[src/rtl/rx_link_scheduler_pkg.sv]
// Shared types and constants for the UART receive-path scheduler: FSM states,
// live link configuration, parity modes and divider baud-select codes.
package rx_link_scheduler_pkg;

  typedef enum logic [1:0] {
    ST_IDLE   = 2'b00,
    ST_RECV   = 2'b01,
    ST_SETTLE = 2'b10
  } state_t;

  typedef enum logic [1:0] {
    PAR_NONE = 2'b00,
    PAR_ODD  = 2'b01,
    PAR_EVEN = 2'b10
  } par_mode_t;

  // Baud-select codes understood by the frequency divider.
  typedef enum logic [1:0] {
    BD_SEL_0 = 2'b00,
    BD_SEL_1 = 2'b01,
    BD_SEL_2 = 2'b10,
    BD_SEL_3 = 2'b11
  } bd_sel_t;

  typedef struct packed {
    logic [1:0] bd_rate;
    logic       dnum;
    logic       snum;
    logic [1:0] par;
  } link_cfg_t;

  // Automatic re-step walks the divider codes in order and wraps.
  function automatic logic [1:0] next_bd(input logic [1:0] bd);
    case (bd)
      BD_SEL_0: return BD_SEL_1;
      BD_SEL_1: return BD_SEL_2;
      BD_SEL_2: return BD_SEL_3;
      default:  return BD_SEL_0;
    endcase
  endfunction

  function automatic logic [7:0] sat_inc8(input logic [7:0] v);
    return (v == 8'hFF) ? v : v + 8'd1;
  endfunction

endpackage

[src/rtl/rx_link_scheduler_if.sv]
// Bundle of receiver, host-configuration, byte-output and status signals
// around the scheduler; master is the scheduler, slave is its surroundings.
interface rx_link_scheduler_if;
  logic       rx_busy;
  logic       rx_done;
  logic [7:0] rx_data;
  logic       parity_warning;
  logic       frame_warning;
  logic       cfg_req;
  logic [1:0] cfg_bd_rate;
  logic       cfg_dnum;
  logic       cfg_snum;
  logic [1:0] cfg_par;
  logic       cfg_ack;
  logic [1:0] bd_rate;
  logic       dnum;
  logic       snum;
  logic [1:0] par;
  logic       rx_en;
  logic [7:0] byte_data;
  logic       byte_valid;
  logic       byte_ready;
  logic       overrun;
  logic [7:0] err_count;
  logic       relock;
  logic       link_lost;

  modport master (
    input  rx_busy, rx_done, rx_data, parity_warning, frame_warning,
    input  cfg_req, cfg_bd_rate, cfg_dnum, cfg_snum, cfg_par, byte_ready,
    output cfg_ack, bd_rate, dnum, snum, par, rx_en,
    output byte_data, byte_valid, overrun, err_count, relock, link_lost
  );

  modport slave (
    output rx_busy, rx_done, rx_data, parity_warning, frame_warning,
    output cfg_req, cfg_bd_rate, cfg_dnum, cfg_snum, cfg_par, byte_ready,
    input  cfg_ack, bd_rate, dnum, snum, par, rx_en,
    input  byte_data, byte_valid, overrun, err_count, relock, link_lost
  );
endinterface

[src/rtl/rx_link_scheduler_skid.sv]
// Single-entry output register for qualified bytes: valid/ready handshake,
// same-cycle drain and reload, sticky overrun when a byte cannot be held.
module rx_byte_skid (
  input  logic       clk,
  input  logic       rst,
  input  logic       load,
  input  logic [7:0] load_data,
  input  logic       ready,
  output logic       valid,
  output logic [7:0] data,
  output logic       overrun
);

  logic accept;

  assign accept = load && (!valid || ready);

  // NOTE: non-blocking assignments so every register samples pre-edge values.
  always_ff @(posedge clk or negedge rst) begin
    if (!rst) begin
      valid   <= 1'b0;
      // NOTE: the data register is reset too, so byte_data is defined from reset.
      data    <= '0;
      overrun <= 1'b0;
    end else begin
      if (accept) begin
        valid <= 1'b1;
        data  <= load_data;
      end else if (valid && ready) begin
        valid <= 1'b0;
      end
      if (load && !accept) overrun <= 1'b1;
    end
  end

endmodule

[src/rtl/rx_link_scheduler.sv]
// UART receive-path scheduler: owns live link configuration, qualifies frames,
// forwards good bytes, counts errors, re-steps baud and watches for link loss.
module rx_link_scheduler
  import rx_link_scheduler_pkg::*;
#(
  parameter int         ERR_LIMIT   = 4,
  parameter int         SETTLE_CYC  = 16,
  parameter int         TIMEOUT_CYC = 1000000,
  parameter int         CNT_W       = 20,
  parameter logic [1:0] DEF_BD_RATE = BD_SEL_0
) (
  input  logic                 clk,
  input  logic                 rst,
  rx_link_scheduler_if.master  lnk
);

  localparam int               SET_W    = (SETTLE_CYC > 1) ? $clog2(SETTLE_CYC) : 1;
  localparam logic [SET_W-1:0] SET_LAST = SET_W'(SETTLE_CYC - 1);
  localparam logic [CNT_W-1:0] TO_LAST  = CNT_W'(TIMEOUT_CYC - 1);
  localparam logic [3:0]       ERR_LAST = 4'(ERR_LIMIT - 1);

  state_t           state_q, state_d;
  link_cfg_t        cfg_q;
  logic [SET_W-1:0] settle_cnt_q;
  logic             boot_q, host_q, rx_en_q, ack_q, relock_q, lost_q;
  logic [7:0]       err_q;
  logic [3:0]       consec_q;
  logic [CNT_W-1:0] to_cnt_q;

  logic frame_evt, frame_bad, good_frame, bad_frame, restep;
  logic settle_last, boot_go, host_load, settle_enter;

  // Frames completing while the link settles belong to the old configuration.
  assign frame_evt   = lnk.rx_done && (state_q != ST_SETTLE);
  assign frame_bad   = lnk.parity_warning || lnk.frame_warning;
  assign good_frame  = frame_evt && !frame_bad;
  assign bad_frame   = frame_evt && frame_bad;
  assign restep      = bad_frame && (consec_q == ERR_LAST);
  assign settle_last = (state_q == ST_SETTLE) && (settle_cnt_q == SET_LAST);

  always_comb begin
    // NOTE: defaults first so no path leaves a signal unassigned (no latch).
    state_d   = state_q;
    boot_go   = 1'b0;
    host_load = 1'b0;
    case (state_q)
      ST_IDLE: begin
        if (restep) begin
          state_d = ST_SETTLE;
        end else if (!lnk.rx_done) begin
          if (boot_q) begin
            boot_go = 1'b1;
            state_d = ST_SETTLE;
          end else if (lnk.rx_busy) begin
            state_d = ST_RECV;
          end else if (lnk.cfg_req && !ack_q) begin
            // ack_q guards against re-loading a request the host has not yet dropped
            host_load = 1'b1;
            state_d   = ST_SETTLE;
          end
        end
      end
      ST_RECV: begin
        if (restep)           state_d = ST_SETTLE;
        else if (lnk.rx_done) state_d = ST_IDLE;
      end
      ST_SETTLE: begin
        if (settle_last) state_d = ST_IDLE;
      end
      default: state_d = ST_IDLE;
    endcase
  end

  assign settle_enter = (state_d == ST_SETTLE) && (state_q != ST_SETTLE);

  always_ff @(posedge clk or negedge rst) begin
    if (!rst) begin
      state_q      <= ST_IDLE;
      cfg_q        <= '{bd_rate: DEF_BD_RATE, dnum: 1'b0, snum: 1'b0, par: PAR_NONE};
      settle_cnt_q <= '0;
      boot_q       <= 1'b1;
      host_q       <= 1'b0;
      rx_en_q      <= 1'b0;
      ack_q        <= 1'b0;
      relock_q     <= 1'b0;
    end else begin
      state_q  <= state_d;
      ack_q    <= settle_last && host_q;
      relock_q <= restep;
      if (boot_go) boot_q <= 1'b0;
      if (host_load) begin
        cfg_q <= '{bd_rate: lnk.cfg_bd_rate, dnum: lnk.cfg_dnum,
                   snum: lnk.cfg_snum, par: lnk.cfg_par};
      end else if (restep) begin
        cfg_q.bd_rate <= next_bd(cfg_q.bd_rate);
      end
      if (settle_enter) begin
        settle_cnt_q <= '0;
        host_q       <= host_load;
        rx_en_q      <= 1'b0;
      end else if (state_q == ST_SETTLE) begin
        settle_cnt_q <= settle_cnt_q + SET_W'(1);
        if (settle_last) rx_en_q <= 1'b1;
      end
    end
  end

  always_ff @(posedge clk or negedge rst) begin
    if (!rst) begin
      err_q    <= '0;
      consec_q <= '0;
    end else if (good_frame || restep) begin
      consec_q <= '0;
      if (restep) err_q <= sat_inc8(err_q);
    end else if (bad_frame) begin
      consec_q <= consec_q + 4'd1;
      err_q    <= sat_inc8(err_q);
    end
  end

  // The timeout counter parks at its last value once the link is declared lost.
  always_ff @(posedge clk or negedge rst) begin
    if (!rst) begin
      to_cnt_q <= '0;
      lost_q   <= 1'b0;
    end else if (settle_enter) begin
      to_cnt_q <= '0;
    end else if (state_q != ST_SETTLE) begin
      if (good_frame) begin
        to_cnt_q <= '0;
        lost_q   <= 1'b0;
      end else if (to_cnt_q == TO_LAST) begin
        lost_q <= 1'b1;
      end else begin
        to_cnt_q <= to_cnt_q + CNT_W'(1);
        if ((to_cnt_q + CNT_W'(1)) == TO_LAST) lost_q <= 1'b1;
      end
    end
  end

  rx_byte_skid u_skid (
    .clk       (clk),
    .rst       (rst),
    .load      (good_frame),
    .load_data (lnk.rx_data),
    .ready     (lnk.byte_ready),
    .valid     (lnk.byte_valid),
    .data      (lnk.byte_data),
    .overrun   (lnk.overrun)
  );

  assign lnk.bd_rate   = cfg_q.bd_rate;
  assign lnk.dnum      = cfg_q.dnum;
  assign lnk.snum      = cfg_q.snum;
  assign lnk.par       = cfg_q.par;
  assign lnk.rx_en     = rx_en_q;
  assign lnk.cfg_ack   = ack_q;
  assign lnk.relock    = relock_q;
  assign lnk.err_count = err_q;
  assign lnk.link_lost = lost_q;

endmodule

[src/flat_wrapper.sv]
// flat-port wrapper written by rule: the top's interface ports become plain ports
module rx_link_scheduler_flat import rx_link_scheduler_pkg::*;
#(
  parameter int         ERR_LIMIT   = 4,
  parameter int         SETTLE_CYC  = 16,
  parameter int         TIMEOUT_CYC = 1000000,
  parameter int         CNT_W       = 20,
  parameter logic [1:0] DEF_BD_RATE = BD_SEL_0
)
  (clk, rst, lnk_rx_busy, lnk_rx_done, lnk_rx_data, lnk_parity_warning, lnk_frame_warning, lnk_cfg_req, lnk_cfg_bd_rate, lnk_cfg_dnum, lnk_cfg_snum, lnk_cfg_par, lnk_byte_ready, lnk_cfg_ack, lnk_bd_rate, lnk_dnum, lnk_snum, lnk_par, lnk_rx_en, lnk_byte_data, lnk_byte_valid, lnk_overrun, lnk_err_count, lnk_relock, lnk_link_lost);
  rx_link_scheduler_if lnk_i ();
  input  logic clk;
  input  logic rst;
  input wire logic [$bits(lnk_i.rx_busy)-1:0] lnk_rx_busy;
  input wire logic [$bits(lnk_i.rx_done)-1:0] lnk_rx_done;
  input wire logic [$bits(lnk_i.rx_data)-1:0] lnk_rx_data;
  input wire logic [$bits(lnk_i.parity_warning)-1:0] lnk_parity_warning;
  input wire logic [$bits(lnk_i.frame_warning)-1:0] lnk_frame_warning;
  input wire logic [$bits(lnk_i.cfg_req)-1:0] lnk_cfg_req;
  input wire logic [$bits(lnk_i.cfg_bd_rate)-1:0] lnk_cfg_bd_rate;
  input wire logic [$bits(lnk_i.cfg_dnum)-1:0] lnk_cfg_dnum;
  input wire logic [$bits(lnk_i.cfg_snum)-1:0] lnk_cfg_snum;
  input wire logic [$bits(lnk_i.cfg_par)-1:0] lnk_cfg_par;
  input wire logic [$bits(lnk_i.byte_ready)-1:0] lnk_byte_ready;
  output wire logic [$bits(lnk_i.cfg_ack)-1:0] lnk_cfg_ack;
  output wire logic [$bits(lnk_i.bd_rate)-1:0] lnk_bd_rate;
  output wire logic [$bits(lnk_i.dnum)-1:0] lnk_dnum;
  output wire logic [$bits(lnk_i.snum)-1:0] lnk_snum;
  output wire logic [$bits(lnk_i.par)-1:0] lnk_par;
  output wire logic [$bits(lnk_i.rx_en)-1:0] lnk_rx_en;
  output wire logic [$bits(lnk_i.byte_data)-1:0] lnk_byte_data;
  output wire logic [$bits(lnk_i.byte_valid)-1:0] lnk_byte_valid;
  output wire logic [$bits(lnk_i.overrun)-1:0] lnk_overrun;
  output wire logic [$bits(lnk_i.err_count)-1:0] lnk_err_count;
  output wire logic [$bits(lnk_i.relock)-1:0] lnk_relock;
  output wire logic [$bits(lnk_i.link_lost)-1:0] lnk_link_lost;
  assign lnk_i.rx_busy = lnk_rx_busy;
  assign lnk_i.rx_done = lnk_rx_done;
  assign lnk_i.rx_data = lnk_rx_data;
  assign lnk_i.parity_warning = lnk_parity_warning;
  assign lnk_i.frame_warning = lnk_frame_warning;
  assign lnk_i.cfg_req = lnk_cfg_req;
  assign lnk_i.cfg_bd_rate = lnk_cfg_bd_rate;
  assign lnk_i.cfg_dnum = lnk_cfg_dnum;
  assign lnk_i.cfg_snum = lnk_cfg_snum;
  assign lnk_i.cfg_par = lnk_cfg_par;
  assign lnk_i.byte_ready = lnk_byte_ready;
  assign lnk_cfg_ack = lnk_i.cfg_ack;
  assign lnk_bd_rate = lnk_i.bd_rate;
  assign lnk_dnum = lnk_i.dnum;
  assign lnk_snum = lnk_i.snum;
  assign lnk_par = lnk_i.par;
  assign lnk_rx_en = lnk_i.rx_en;
  assign lnk_byte_data = lnk_i.byte_data;
  assign lnk_byte_valid = lnk_i.byte_valid;
  assign lnk_overrun = lnk_i.overrun;
  assign lnk_err_count = lnk_i.err_count;
  assign lnk_relock = lnk_i.relock;
  assign lnk_link_lost = lnk_i.link_lost;
  rx_link_scheduler #(.ERR_LIMIT(ERR_LIMIT), .SETTLE_CYC(SETTLE_CYC), .TIMEOUT_CYC(TIMEOUT_CYC), .CNT_W(CNT_W), .DEF_BD_RATE(DEF_BD_RATE)) u_core (.clk(clk), .rst(rst), .lnk(lnk_i));
endmodule
[config.mk]
export PLATFORM = sky130hd
export DESIGN_NAME = rx_link_scheduler_flat
export DESIGN_NICKNAME = d
export VERILOG_FILES = /design/src/rtl/rx_link_scheduler_pkg.sv /design/src/rtl/rx_link_scheduler_if.sv /design/src/rtl/rx_link_scheduler_skid.sv /design/src/rtl/rx_link_scheduler.sv /design/src/flat_wrapper.sv
export SDC_FILE = /design/constraint.sdc
export NUM_CORES = 1
export LEC_CHECK = 0
export CAP_MARGIN = 20
export CORE_MARGIN = 8
export CORE_UTILIZATION = 40
export CTS_BUF_LIST = sky130_fd_sc_hd__clkbuf_4
export DETAILED_ROUTE_END_ITERATION = 12
export HOLD_SLACK_MARGIN = 0.06
export PLACE_DENSITY = 0.72
export SLEW_MARGIN = 20
export SYNTH_ARGS = -nofsm -noshare
export SYNTH_HDL_FRONTEND = slang
export SYNTH_SLANG_ARGS = --single-unit
[constraint.sdc]
create_clock -name clk -period 2.1 [get_ports clk]
set_input_delay 0.42 -clock clk [delete_from_list [all_inputs] [get_ports clk]]
set_output_delay 0.42 -clock clk [all_outputs]
set_load 0.01 [all_outputs]
Word-level counts from Yosys, hierarchy flattened:

Index checks and enable logic that the tools add are counted.

* bits in registers: 60
* input port bits: 22
* output and inout port bits: 28
* logic and storage cells: 109

* equality and inequality tests: 13
* mux-type cells: 42
* bitwise gates (word level): 1
* reduce and logical (&&, ||, !) cells: 31
* add/sub/neg operators: 4

Operator list (number)
* $mux 20: 4
* $eq 20x20->1 const B: 2
* $mux 8: 4
* $add 20x1->20 const B: 1
* $mux 2: 10
* $mux 1: 18
* $mux 4: 4
* $pmux 2 s3: 2
* $reduce_bool 2->1: 6
* $logic_and 1x1->1: 11
* $add 4x1->4 const B: 2
* $add 8x1->8 const B: 1
* $eq 8x8->1 const B: 1
* $eq 2x2->1 const B: 3
* $reduce_and 2->1: 3
* $eq 2x1->1 const B: 2
* $eq 4x2->1 const B: 1
* $eq 4x4->1 const B: 1
* $logic_not 1->1: 4
* $logic_not 2->1: 2
* $logic_or 1x1->1: 3
* $ne 3x1->1 const B: 1
* $reduce_and 3->1: 1
* $reduce_bool 3->1: 1
* other kinds (3): 3

Depth between registers and ports, before layout:

Gate-level depths: netlist (run 1).

* word-level depth: 12
* depth in mapped cells: 9
* gate-level depth less buffers: 7

Hierarchy:

A second synthesis (run 1) with hierarchy kept.

* cells, all modules: 320
* area total of the unflattened synthesis: 3209.3 µm²

Modules (own cells, without submodules)
* rx_link_scheduler: instances 1, area each 2798.9 µm², cells each 297, seq. area each 1252.5 µm²
* rx_byte_skid: instances 1, area each 410.4 µm², cells each 23, seq. area each 250.2 µm²

Worst setup path before layout (run 1):

No wires, ideal clock.

* kind: register to register
* from: register u_core.consec_q[0]
* to: register u_core.to_cnt_q[3]
* stages on the path, launching flop included: 10
* buffers on the path: 2
* data required time: 2008 ps
* arrival time: 1902 ps
* setup time: 92 ps
* period minus slack after synthesis: 1994 ps
* setup slack: 106 ps
* cells stage by stage: dfrtp_1 -> ha_1 -> nor2b_2 -> nand4b_1 -> a21oi_2 -> a21oi_2 -> or3_1 -> buf_6 -> buf_6 -> o31ai_2

* cells in the longest elaborated chain, start to end: 8
* elaborated cells on any way between the ends: 11
* those cells by class: eq/ne: 3; mux: 4; reduce/logical: 4

Ends and longest elaborated chain
* start, declared: line rx_link_scheduler.sv:27 `logic [3:0] consec_q;`
* start signal, assigned: line rx_link_scheduler.sv:116 `consec_q <= consec_q + 4'd1;`
* $eq 4x2->1 *: line rx_link_scheduler.sv:38 `assign restep = bad_frame && (consec_q == ERR_LAST);`
* $logic_and 1x1->1 *: line rx_link_scheduler.sv:38
* $mux 2 (on tied branches): line rx_link_scheduler.sv:64, rx_link_scheduler.sv:48
* $pmux 2 s3 *: line rx_link_scheduler.sv:46 `case (state_q)`
* $eq 2x2->1 *: line rx_link_scheduler.sv:74 `assign settle_enter = (state_d == ST_SETTLE) && (state_q != ST_SETTLE);`
* $logic_and 1x1->1 *: line rx_link_scheduler.sv:74
* $ne 3x1->1 (no line) or $reduce_bool 2->1 (tied branches)
* $reduce_and 2->1 (no line)
* end signal, assigned: line rx_link_scheduler.sv:135 `to_cnt_q <= to_cnt_q + CNT_W'(1);`
* end, declared: line rx_link_scheduler.sv:28 `logic [CNT_W-1:0] to_cnt_q;`

Every way passes the cells marked *; elsewhere a longest branch is shown, timed or not.
A chain may end at the register's enable or synchronous reset.

Worst setup path in the final report (run 1):

* from: register u_core.consec_q[1]
* to: register u_core.to_cnt_q[7]

Same word-level chain as after synthesis.

==> results of run 1 <==
==> routing by layer <==
metal | GRT usage (%) | wire length (um) | vias up
met5 | 0 | 0 | -
met4 | 4.623 | 79 | 0
met3 | 4.202 | 409 | 8
met2 | 22.65 | 3775 | 65
met1 | 19.10 | 3693 | 1331
li1 | - | - | 1361
==> worst max path at each step <==
stage                             startpoint  slack [ns]             endpoint  cells past startpoint
final                     u_core.consec_q[1]       -0.02   u_core.to_cnt_q[7]                      8
after detailed placement         lnk_cfg_req       -0.48   u_core.to_cnt_q[6]                      8
after global placement           lnk_cfg_req       -0.33  u_core.to_cnt_q[12]                      8
after global routing      u_core.consec_q[0]       -0.08  u_core.to_cnt_q[12]                      8
after floorplan           u_core.consec_q[0]        0.11   u_core.to_cnt_q[3]                      9
after CTS                 u_core.consec_q[0]       0.006   u_core.to_cnt_q[7]                      8
==> cells by family (layout without fill, tap and decap cells) <==
family	count (synthesis)	in the layout	share of synthesized area (%)
fa+ha+maj	7	7	2.719
buf+inv	23	119	3.458
flops	60	60	46.66
compound gates	73	73	16.47
mux	14	14	4.856
xor+xnor	12	12	3.263
simple gates	131	131	22.57
==> flip-flops by register name, indices dropped and copies added (netlist names) <==
signal	cells
u_core.lnk.snum	1
u_core.lnk.dnum	1
u_core.consec_q	4
u_core.lnk.cfg_ack	1
u_core.u_skid.valid	1
u_core.settle_cnt_q	4
u_core.to_cnt_q	20
u_core.lnk.rx_en	1
u_core.u_skid.data	8
u_core.lnk.bd_rate	2
u_core.lnk.link_lost	1
u_core.state_q	2
u_core.lnk.par	2
u_core.host_q	1
u_core.lnk.relock	1
u_core.lnk.err_count	8
u_core.boot_q	1
u_core.u_skid.overrun	1
==> per-stage QoR <==
| stage | TNS, ns | total power, mW | hold slack, ns | worst slack, ns |
|---|---|---|---|---|
| after floorplan | 0 | 2.741 | 0.1244 | 0.1059 |
| after detailed placement | -9.067 | 3.646 | 0.4551 | -0.4766 |
| final | -0.03911 | 4.533 | 0.5024 | -0.01971 |
| after global placement | -6.666 | 3.589 | 0.4458 | -0.3271 |
| after global routing | -0.5083 | 4.845 | 0.5160 | -0.08203 |
| after CTS | 0 | 4.517 | 0.5082 | 0.005558 |
==> power groups by stage <==
stage,registers [mW],clock network [mW],logic (mW)
after floorplan,1.85,0,0.886
after global placement,1.74,0,1.85
after detailed placement,1.76,0,1.89
after CTS,1.73,0.852,1.93
after global routing,1.79,0.902,2.16
final,1.74,0.831,1.96
==> cell type report <==
type	instances	area, um^2
Clock buffer	10	75.07
Clock inverter	6	65.06
Fill cell	698	3421
Inverter	8	30.03
Multi-Input combinational cell	237	1682
Sequential cell	60	1505
Tap cell	102	127.6
Timing Repair Buffer	95	862.1
==> placed cells by master, fill, tap and decap left out, types with 3 or more instances in the layout <==
| cell type | instances |
|---|---|
| a21oi_1 | 3 |
| a31oi_1 | 3 |
| and3_1 | 6 |
| buf_4 | 42 |
| clkbuf_4 | 10 |
| clkdlybuf4s50_1 | 48 |
| clkinvlp_4 | 4 |
| dfrtp_1 | 57 |
| ha_1 | 6 |
| inv_1 | 8 |
| mux2_2 | 13 |
| nand2_1 | 25 |
| nand2b_1 | 4 |
| nand3_1 | 16 |
| nand4_1 | 9 |
| nor2_1 | 21 |
| nor3_1 | 16 |
| nor3b_1 | 12 |
| o21ai_0 | 28 |
| o21ai_1 | 5 |
| o31ai_2 | 13 |
| xnor2_1 | 8 |
| xor2_1 | 4 |
==> worst max-delay path, cell delays in order (launching register included) <==
cell and delay, ns:
dfrtp_1 0.39, ha_2 0.20, nor2b_4 0.14, nand4b_1 0.15, a21oi_2 0.26, a21oi_2 0.06, or3_4 0.37, buf_12 0.17
o41ai_4 0.27
==> timing repair <==
| action | in CTS | in global routing |
|---|---|---|
| hold buffers | 1 | 0 |
| pin swaps | 2 | 4 |
| endpoints found under the hold margin | 59 | 0 |
| endpoints found under the setup margin | 13 | 20 |
| gates resized for setup | 2 | 16 |
| buffers inserted | 3 | 4 |
==> flow_summary.yaml, run 1 <==
yosys:
  synthesis.area_um2: 3221
  yosys.area.top_type: "dfrtp_1"
  synth_warnings: 0
  synth_nets: 349
  synth_area_leaders: "dfrtp_1 (46%), mux2_2 (4.5%), o21ai_0 (4.5%), o31ai_2 (3.1%), nand2_1 (2.9%)"
  post-synth-top-count-cell: "dfrtp_1"
  syn_area_per_cell_um2: 10.06
  synth_edf_count: 0
  postSynthCellCount: 320
  synth_top_cell_area_share_pct: 45.84
  synthTopCellsByCount: "dfrtp_1 (59), o21ai_0 (29), nand2_1 (25)"
  synth_cell_types: 56
  synthArstFlopShare_pct: 100.0
  yosysSeqAreaShare_pct: 46.66
  ys_seq_elements: 60
  synth-main-ff-cell: "dfrtp_1"
detailed_routing:
  first_iter_violations: 137
  wl_per_cell_um: 15.36
  firstDrtPassIters: 4
  vias: 2765
  drt-total-wl_um: 7957
  antenna_left: 0
  via_per_inst: 5.338
  drc: 0
worst_setup_path:
  worstSetupPathType: "register to register"
  crit_required_ns: 2.41
  endpoint_kind: "register"
  reg2reg_depth: 8
  crit_fanout: 10
  critPathLaunchType: "register"
  timing.rr.start: "u_core.consec_q[1]"
  cp.arrival_ns: 2.43
  reg2reg_to: "u_core.to_cnt_q[7]"
  reg2reg_slack_ns: -0.02
power:
  seqPwrFrac_pct: 38.3
  power.share.switching_pct: 36.33
  clockPowerShare_pct: 18.3
  power_switching_mw: 1.647
  leakage_nw: 1.847
  comb_power_share_pct: 43.3
  ir_drop_mv: 0.4008
  powerDensity_nw_per_um2: 1043
  internal-power_mw: 2.886
placed_design:
  io_buffers: 49
  dp_cells: 494
  dp_hpwl_um: 5568
  routabilityCongestion: 0.8623
  placed_area_um2: 4063
sta:
  rsz0062_at_grt: "yes"
  post-route-min-period_ns: 2.120
  finalCritPeriodShare_pct: 100.9
  hold_viol: 0
  finClkSkew_ns: 0.01275
  tightestPinTransition_ns: 0.3504
  max_freq_mhz: 471.8
  setup_viol: 2
  final.setup.worst_slack_ns: -0.01971
  slew_viol_final: 0
  maxSlewHeadroom_pct: 76.58
grt:
  overflow: 0
  grt_pass1_wl_um: 13630
  grt_pass1_vias: 2830
  antenna_found_initial: 0
  grt_usage_pct: 14.59
  grt_max_degree: 61
flow_run:
  maxCapViolCount: 0
floorplanning:
  dieArea_um2: 11180
  start_util_pct: 41.46
  ioPinCount: 50
  core_um2: 7767
  die_w_um: 105.7
  die_y_um: 105.7
  placementRows: 32
clock_network:
  clock-sinks: 60
  cts_htree_levels: 3
  cts_tree: "yes"
  cts.path.max_buffers: 2
  cts_inserted_buffers: 9
  cts.clk_slew.worst_paths_ns: 0.11
  clk_latency_ns: 0.40
  cts-root-buf: "clkbuf_4"
status:
  failed_checks: "setup timing"
  status: "finished, violations left"
finish:
  layout-drive-gt1-share_pct: 26.68
  nets: 440
  diodes: 0
  synthToLayoutAreaGrowth_pct: 34.97
  final_area_um2: 4347
  final_util_pct: 55.96
  fin_cells: 518
worst_hold_path:
  holdPathEnd: "u_core.lnk.err_count[7]"
  hold_path_depth: 1
  hold_class: "register to register"
  min-delay-start: "u_core.lnk.err_count[7]"
Power figures use the tool's default switching activity.
==> run 2: changes to the inputs <==
SLEW_MARGIN = unset   (was 20)
==> results of run 2 <==
Same layout as run 1: the final DEF is identical, and so are final timing and power.
==> run 3: changes to the inputs <==
--- a/config.mk
+++ b/config.mk
@@ -14,2 +14,3 @@
 export PLACE_DENSITY = 0.72
+export SLEW_MARGIN = 20
 export SYNTH_ARGS = -nofsm -noshare
--- a/constraint.sdc
+++ b/constraint.sdc
@@ -3,2 +3,2 @@
 set_output_delay 0.42 -clock clk [all_outputs]
-set_load 0.01 [all_outputs]
+set_load 0.005 [all_outputs]
==> results of run 3 <==
Same layout as run 1 (identical final DEF). Status: finished, violations left: setup timing.
Among the figures that moved: total power 4.533 mW -> 4.452 mW; worst IR drop on VDD 0.4008 mV -> 0.3819 mV
